`config.mk`:
```
export PLATFORM = sky130hd
export DESIGN_NAME = abcd_sweep_sequencer_flat
export DESIGN_NICKNAME = d
export VERILOG_FILES = /design/src/rtl/abcd_sweep_sequencer_if.sv /design/src/rtl/abcd_sweep_sequencer.sv /design/src/flat_wrapper.sv
export SDC_FILE = /design/constraint.sdc
export NUM_CORES = 1
export LEC_CHECK = 0
export ABC_AREA = 0
export CORE_MARGIN = 8
export CORE_UTILIZATION = 35
export DETAILED_ROUTE_END_ITERATION = 8
export GPL_TIMING_DRIVEN = 0
export SYNTH_ARGS = -nofsm -noshare
export SYNTH_HDL_FRONTEND = slang
export SYNTH_SLANG_ARGS = --single-unit
```
`constraint.sdc`:
```
create_clock -name clk -period 1.65 [get_ports clk]
set_input_delay 0.2475 -clock clk [delete_from_list [all_inputs] [get_ports clk]]
set_output_delay 0.2475 -clock clk [all_outputs]
set_load 0.01 [all_outputs]
```
`src/rtl/abcd_sweep_sequencer_if.sv`:
```
// Stimulus/capture bus between the sweep sequencer and the 4-input block under test.
// The master side belongs to the sequencer; the slave side belongs to whatever hosts the block.
interface abcd_sweep_sequencer_if;
   logic        start;
   logic        y;
   logic        a;
   logic        b;
   logic        c;
   logic        d;
   logic        busy;
   logic        done;
   logic        pass;
   logic [15:0] table_out;
   logic        fail_valid;
   logic [3:0]  fail_idx;

   modport master (
      input  start, y,
      output a, b, c, d, busy, done, pass, table_out, fail_valid, fail_idx
   );

   modport slave (
      output start, y,
      input  a, b, c, d, busy, done, pass, table_out, fail_valid, fail_idx
   );
endinterface

```
`src/rtl/abcd_sweep_sequencer.sv`:
```
// Sweeps all 16 {a,b,c,d} combinations into a combinational block and captures y into a truth table.
// It then checks the captured table against EXPECTED and latches the first failing vector index.
//
// state   | meaning
// --------+-------------------------------------------------------------
// S_IDLE  | stimulus parked at 0, waiting for start
// S_DRIVE | vector vec_q on a..d; sample y when the hold timer hits zero
// S_DONE  | sweep finished; table and fail info held; start re-arms
module abcd_sweep_sequencer #(
   parameter int unsigned HOLD_CYCLES  = 1,
   parameter logic [15:0] EXPECTED     = 16'h0000,
   parameter bit          STOP_ON_FAIL = 1'b0
) (
   input  logic                   clk,
   input  logic                   rst_n,
   abcd_sweep_sequencer_if.master bus
);

   generate
      if (HOLD_CYCLES < 1) begin : g_bad_hold
         $error("abcd_sweep_sequencer: HOLD_CYCLES must be >= 1");
      end
   endgenerate

   localparam int HW = $clog2(HOLD_CYCLES + 1);
   localparam logic [HW-1:0] HOLD_LOAD = HW'(HOLD_CYCLES - 1);
   localparam logic [15:0]   GOLDEN    = EXPECTED;

   typedef enum logic [1:0] {
      S_IDLE  = 2'd0,
      S_DRIVE = 2'd1,
      S_DONE  = 2'd2
   } state_t;

   state_t        state_q,      state_d;
   logic [3:0]    vec_q,        vec_d;
   logic [HW-1:0] hold_cnt_q,   hold_cnt_d;
   logic [15:0]   table_q,      table_d;
   logic          fail_valid_q, fail_valid_d;
   logic [3:0]    fail_idx_q,   fail_idx_d;
   logic [3:0]    abcd_q,       abcd_d;
   logic          busy_q,       busy_d;
   logic          done_q,       done_d;
   logic          pass_q,       pass_d;
   logic          mismatch;

   always_comb begin
      state_d      = state_q;
      vec_d        = vec_q;
      hold_cnt_d   = hold_cnt_q;
      table_d      = table_q;
      fail_valid_d = fail_valid_q;
      fail_idx_d   = fail_idx_q;
      mismatch     = 1'b0;

      case (state_q)
         S_IDLE, S_DONE: begin
            if (bus.start) begin
               state_d      = S_DRIVE;
               vec_d        = 4'd0;
               hold_cnt_d   = HOLD_LOAD;
               table_d      = 16'h0000;
               fail_valid_d = 1'b0;
               fail_idx_d   = 4'd0;
            end
         end
         S_DRIVE: begin
            // Hold timer counts down; y is sampled on its terminal count.
            if (hold_cnt_q == '0) begin
               table_d[vec_q] = bus.y;
               mismatch       = (bus.y != GOLDEN[vec_q]);
               if (mismatch && !fail_valid_q) begin
                  fail_valid_d = 1'b1;
                  fail_idx_d   = vec_q;
               end
               if (vec_q == 4'd15 || (STOP_ON_FAIL && mismatch)) begin
                  state_d = S_DONE;
               end else begin
                  vec_d      = vec_q + 4'd1;
                  hold_cnt_d = HOLD_LOAD;
               end
            end else begin
               hold_cnt_d = hold_cnt_q - 1'b1;
            end
         end
         default: state_d = S_IDLE;
      endcase

      // Outputs are registered from the next-state view so they align with the state they describe.
      abcd_d = (state_d == S_DRIVE) ? vec_d : 4'd0;
      busy_d = (state_d == S_DRIVE);
      done_d = (state_d == S_DONE);
      pass_d = (state_d == S_DONE) && !fail_valid_d;
   end

   always_ff @(posedge clk or negedge rst_n) begin
      if (!rst_n) begin
         state_q      <= S_IDLE;
         vec_q        <= 4'd0;
         hold_cnt_q   <= '0;
         table_q      <= 16'h0000;
         fail_valid_q <= 1'b0;
         fail_idx_q   <= 4'd0;
         abcd_q       <= 4'd0;
         busy_q       <= 1'b0;
         done_q       <= 1'b0;
         pass_q       <= 1'b0;
      end else begin
         state_q      <= state_d;
         vec_q        <= vec_d;
         hold_cnt_q   <= hold_cnt_d;
         table_q      <= table_d;
         fail_valid_q <= fail_valid_d;
         fail_idx_q   <= fail_idx_d;
         abcd_q       <= abcd_d;
         busy_q       <= busy_d;
         done_q       <= done_d;
         pass_q       <= pass_d;
      end
   end

   assign bus.a          = abcd_q[3];
   assign bus.b          = abcd_q[2];
   assign bus.c          = abcd_q[1];
   assign bus.d          = abcd_q[0];
   assign bus.busy       = busy_q;
   assign bus.done       = done_q;
   assign bus.pass       = pass_q;
   assign bus.table_out  = table_q;
   assign bus.fail_valid = fail_valid_q;
   assign bus.fail_idx   = fail_idx_q;

endmodule

```
`src/flat_wrapper.sv`:
```
// flat-port wrapper written by rule: the top's interface ports become plain ports
module abcd_sweep_sequencer_flat 
#(
   parameter int unsigned HOLD_CYCLES  = 1,
   parameter logic [15:0] EXPECTED     = 16'h0000,
   parameter bit          STOP_ON_FAIL = 1'b0
)
  (clk, rst_n, bus_start, bus_y, bus_a, bus_b, bus_c, bus_d, bus_busy, bus_done, bus_pass, bus_table_out, bus_fail_valid, bus_fail_idx);
  abcd_sweep_sequencer_if bus_i ();
  input  logic clk;
  input  logic rst_n;
  input wire logic [$bits(bus_i.start)-1:0] bus_start;
  input wire logic [$bits(bus_i.y)-1:0] bus_y;
  output wire logic [$bits(bus_i.a)-1:0] bus_a;
  output wire logic [$bits(bus_i.b)-1:0] bus_b;
  output wire logic [$bits(bus_i.c)-1:0] bus_c;
  output wire logic [$bits(bus_i.d)-1:0] bus_d;
  output wire logic [$bits(bus_i.busy)-1:0] bus_busy;
  output wire logic [$bits(bus_i.done)-1:0] bus_done;
  output wire logic [$bits(bus_i.pass)-1:0] bus_pass;
  output wire logic [$bits(bus_i.table_out)-1:0] bus_table_out;
  output wire logic [$bits(bus_i.fail_valid)-1:0] bus_fail_valid;
  output wire logic [$bits(bus_i.fail_idx)-1:0] bus_fail_idx;
  assign bus_i.start = bus_start;
  assign bus_i.y = bus_y;
  assign bus_a = bus_i.a;
  assign bus_b = bus_i.b;
  assign bus_c = bus_i.c;
  assign bus_d = bus_i.d;
  assign bus_busy = bus_i.busy;
  assign bus_done = bus_i.done;
  assign bus_pass = bus_i.pass;
  assign bus_table_out = bus_i.table_out;
  assign bus_fail_valid = bus_i.fail_valid;
  assign bus_fail_idx = bus_i.fail_idx;
  abcd_sweep_sequencer #(.HOLD_CYCLES(HOLD_CYCLES), .EXPECTED(EXPECTED), .STOP_ON_FAIL(STOP_ON_FAIL)) u_core (.clk(clk), .rst_n(rst_n), .bus(bus_i));
endmodule
```
==> results.md <==
* Status: complete, no violations
* Top cell type's share of synthesized area at 53.6%
* Largest cells by area after synthesis: dfrtp_1, o211ai_1, o31ai_1
* WL final at 3820 µm
* Post-synth top flop: dfrtp_1
* Area Growth Syn to Fin at 30.4%
* Max-Cap Viols at 0
* Initial antenna violation count at 0
* Cts bufs inserted at 5
* Crit path DAT at 1.23 ns
* ANT cells at 0
* WL per Instance at 16.9 µm
* Initial DRC count at 66
* Global placement routability congestion at 0.747
* Gr ovfl total at 0
* Critical Path Start Type: flip-flop
* Worst path cell trace: clkdlybuf4s50_1
* Ports at 32
* Final min period at 1.48 ns
* Crit-path max cell delay at 0.55 ns
* Final period util at 89.8%
* Final net count at 181
* Power Total at 4.12 mW
* Footprint of the multi-input gates at 659 µm²
* Synthesis-stage register bit count at 34
* ANT nets after route at 0
* Post-DP HPWL at 2690 µm
* Die area at 6940 µm²
* Buffers and inverters on the worst path at 1
* Leading area contributor after synthesis: dfrtp_1
* Root Buffer: clkbuf_8
* FFs w/ async S/R, synth at 100%
* CP Depth at 1
* Hold-fix buffers, CTS at 0
* H-Tree Level Count at 2
* # rows at 24
* Hold Crit Class: input port to asynchronous set/reset pin
* VDD IR max at 0.852 mV
* Clock Latency Late Sink at 0.29 ns
* Final setup vio count at 0
* Chip width at 83.3 µm
* Vias in the first global route at 1206
* Largest delay share family, worst path: buffers and inverters
* DRC viols at 0
* Post-CTS Repair Setup Buffers at 0
* PwrDens at 1990 nW/µm²
* Reg2reg path depth at 4
* Most frequent cells after synthesis: dfrtp_1, nand2_1, o211ai_1, o31ai_1, buf_2
* Cell with the largest stage delay on the worst path: clkdlybuf4s50_1
* Clock sinks at 34
* Max Slew Vio Count at 0
* Post-synthesis instance total at 135
* Initial Utilization at 36.4%
* Seq/Total Area, Yosys at 53.6%
* RSZ-0062 raised after global routing: false
* Req. time, crit path at 1.40 ns
* Post-layout util at 47.5%
* Clock buffer depth at 2
* Critical path class: flip-flop to output pin
* Syn nets at 143
* Largest net degree at the start of global routing at 35
* Fmax at 675 MHz
* First-pass GRT wire length at 6300 µm
* Total GRT Usage at 11.1%
* Worst reg2reg endpoint: u_core.bus.table_out[3]
* Cells after DPL at 218
* Final hold vios at 0
* Post-Syn Area per Cell at 11.8 µm²
* Rel. slew slack at 48.2%
* Post_cts resized at 0
* IO Port Bufs at 31
* Crit end category: output pin
* Largest fanout on the critical path at 4
* YS warnings at 0
* # fillers at 381
* Vias at 1195
* CTS tree: done
* Leak Pwr at 0.883 nW
* Height of the die at 83.3 µm
* Fin cells at 226
* Number of synthesized flops with an enable pin at 0
* Clk_skew at 0.00883 ns
* FF+latch area at 851 µm²
* Share of cells above drive strength 1 at 16.7%
* Netlist cell types at 34
* Core Area at 4350 µm²
* Vias/cell at 5.29
* Most common cell in the netlist: dfrtp_1
* Mapped Area at 1590 µm²
* RR Startpoint: u_core.vec_q[0]
* Least-Margin Pin Slew at 0.776 ns
* Reg clk slew, reported paths at 0.07 ns
* Flop2flop setup slack at 0.19 ns
* Pre-antenna DRT Iters at 4
-- kinds of logic after synthesis --
kind of cell,after synthesis,synth area share [%]
AO/OA/AOI/OAI,44,21.6
multiplexers,2,1.26
adder cells (fa/ha/maj),4,3.15
flip-flops,34,53.6
XOR/XNOR,1,0.552
buffers and inverters,16,4.97
AND/OR/NAND/NOR,34,14.8
-- worst max path at each step --
stage,endpoint,from
after floorplan,u_core.vec_q[1],u_core.vec_q[0]
after global placement,u_core.bus.table_out[14],rst_n
after detailed placement,u_core.bus.table_out[6],bus_y
after CTS,u_core.bus.table_out[7],u_core.vec_q[0]
after global routing,u_core.bus.table_out[7],u_core.vec_q[0]
final,bus_fail_valid,u_core.bus.fail_valid
-- layout make-up --
class                   count  area share, %
multi-input cells          85           31.9
clock buffers               6           3.51
repair buffers             31           14.8
flip-flops and latches     34           41.1
plain buffers              11           2.90
well taps                  52           3.14
clock inverters             2           1.81
inverters                   5          0.907
-- per-stage QoR --
stage,hold slack [ns],setup slack (ns),area (µm²),TNS [ns]
global route,0.0807,0.0219,2070,0
floorplan,-0.0481,0.321,1590,0
global placement,0.504,-0.343,1960,-11.59
detailed placement,0.367,0.0316,1960,0
CTS,0.0547,0.109,2070,0
finish,0.0279,0.169,2070,0
-- sequential cells by signal (all words and copies together) (netlist names) --
name                   count
u_core.vec_q               4
u_core.bus.busy            1
u_core.state_q             2
u_core.bus.pass            1
u_core.bus.done            1
u_core.abcd_q              4
u_core.bus.table_out      16
u_core.bus.fail_valid      1
u_core.bus.fail_idx        4
-- metal layers --
layer	wire length (µm)	vias to the layer above	global-route usage (%)
met1	1710	577	13.5
met4	40	0	2.88
met3	376	6	6.54
met2	1690	35	16.3
li1	-	577	-
met5	0	-	0
-- placed cells by master (no fill, tap or decap), types with 2 or more instances in the layout --
cell type	count
buf_2	10
o211ai_1	11
o31ai_1	11
inv_1	5
o41ai_1	4
ha_1	3
nand2_1	13
clkbuf_1	2
mux2i_1	2
a21oi_1	3
dfrtp_1	34
o311ai_1	4
nor2_1	5
clkdlybuf4s50_1	30
clkbuf_8	5
o21ai_1	4
nand3b_4	4
nand2b_1	3
-- power by group --
part	leakage, nW	total (mW)	switching (mW)	internal (mW)
sequential	0.439	1.38	0.217	1.16
combinational	0.392	1.98	1.02	0.963
clock	0.0514	0.767	0.316	0.451
total	0.883	4.12	1.55	2.57
(Power assumes the default switching activity.)
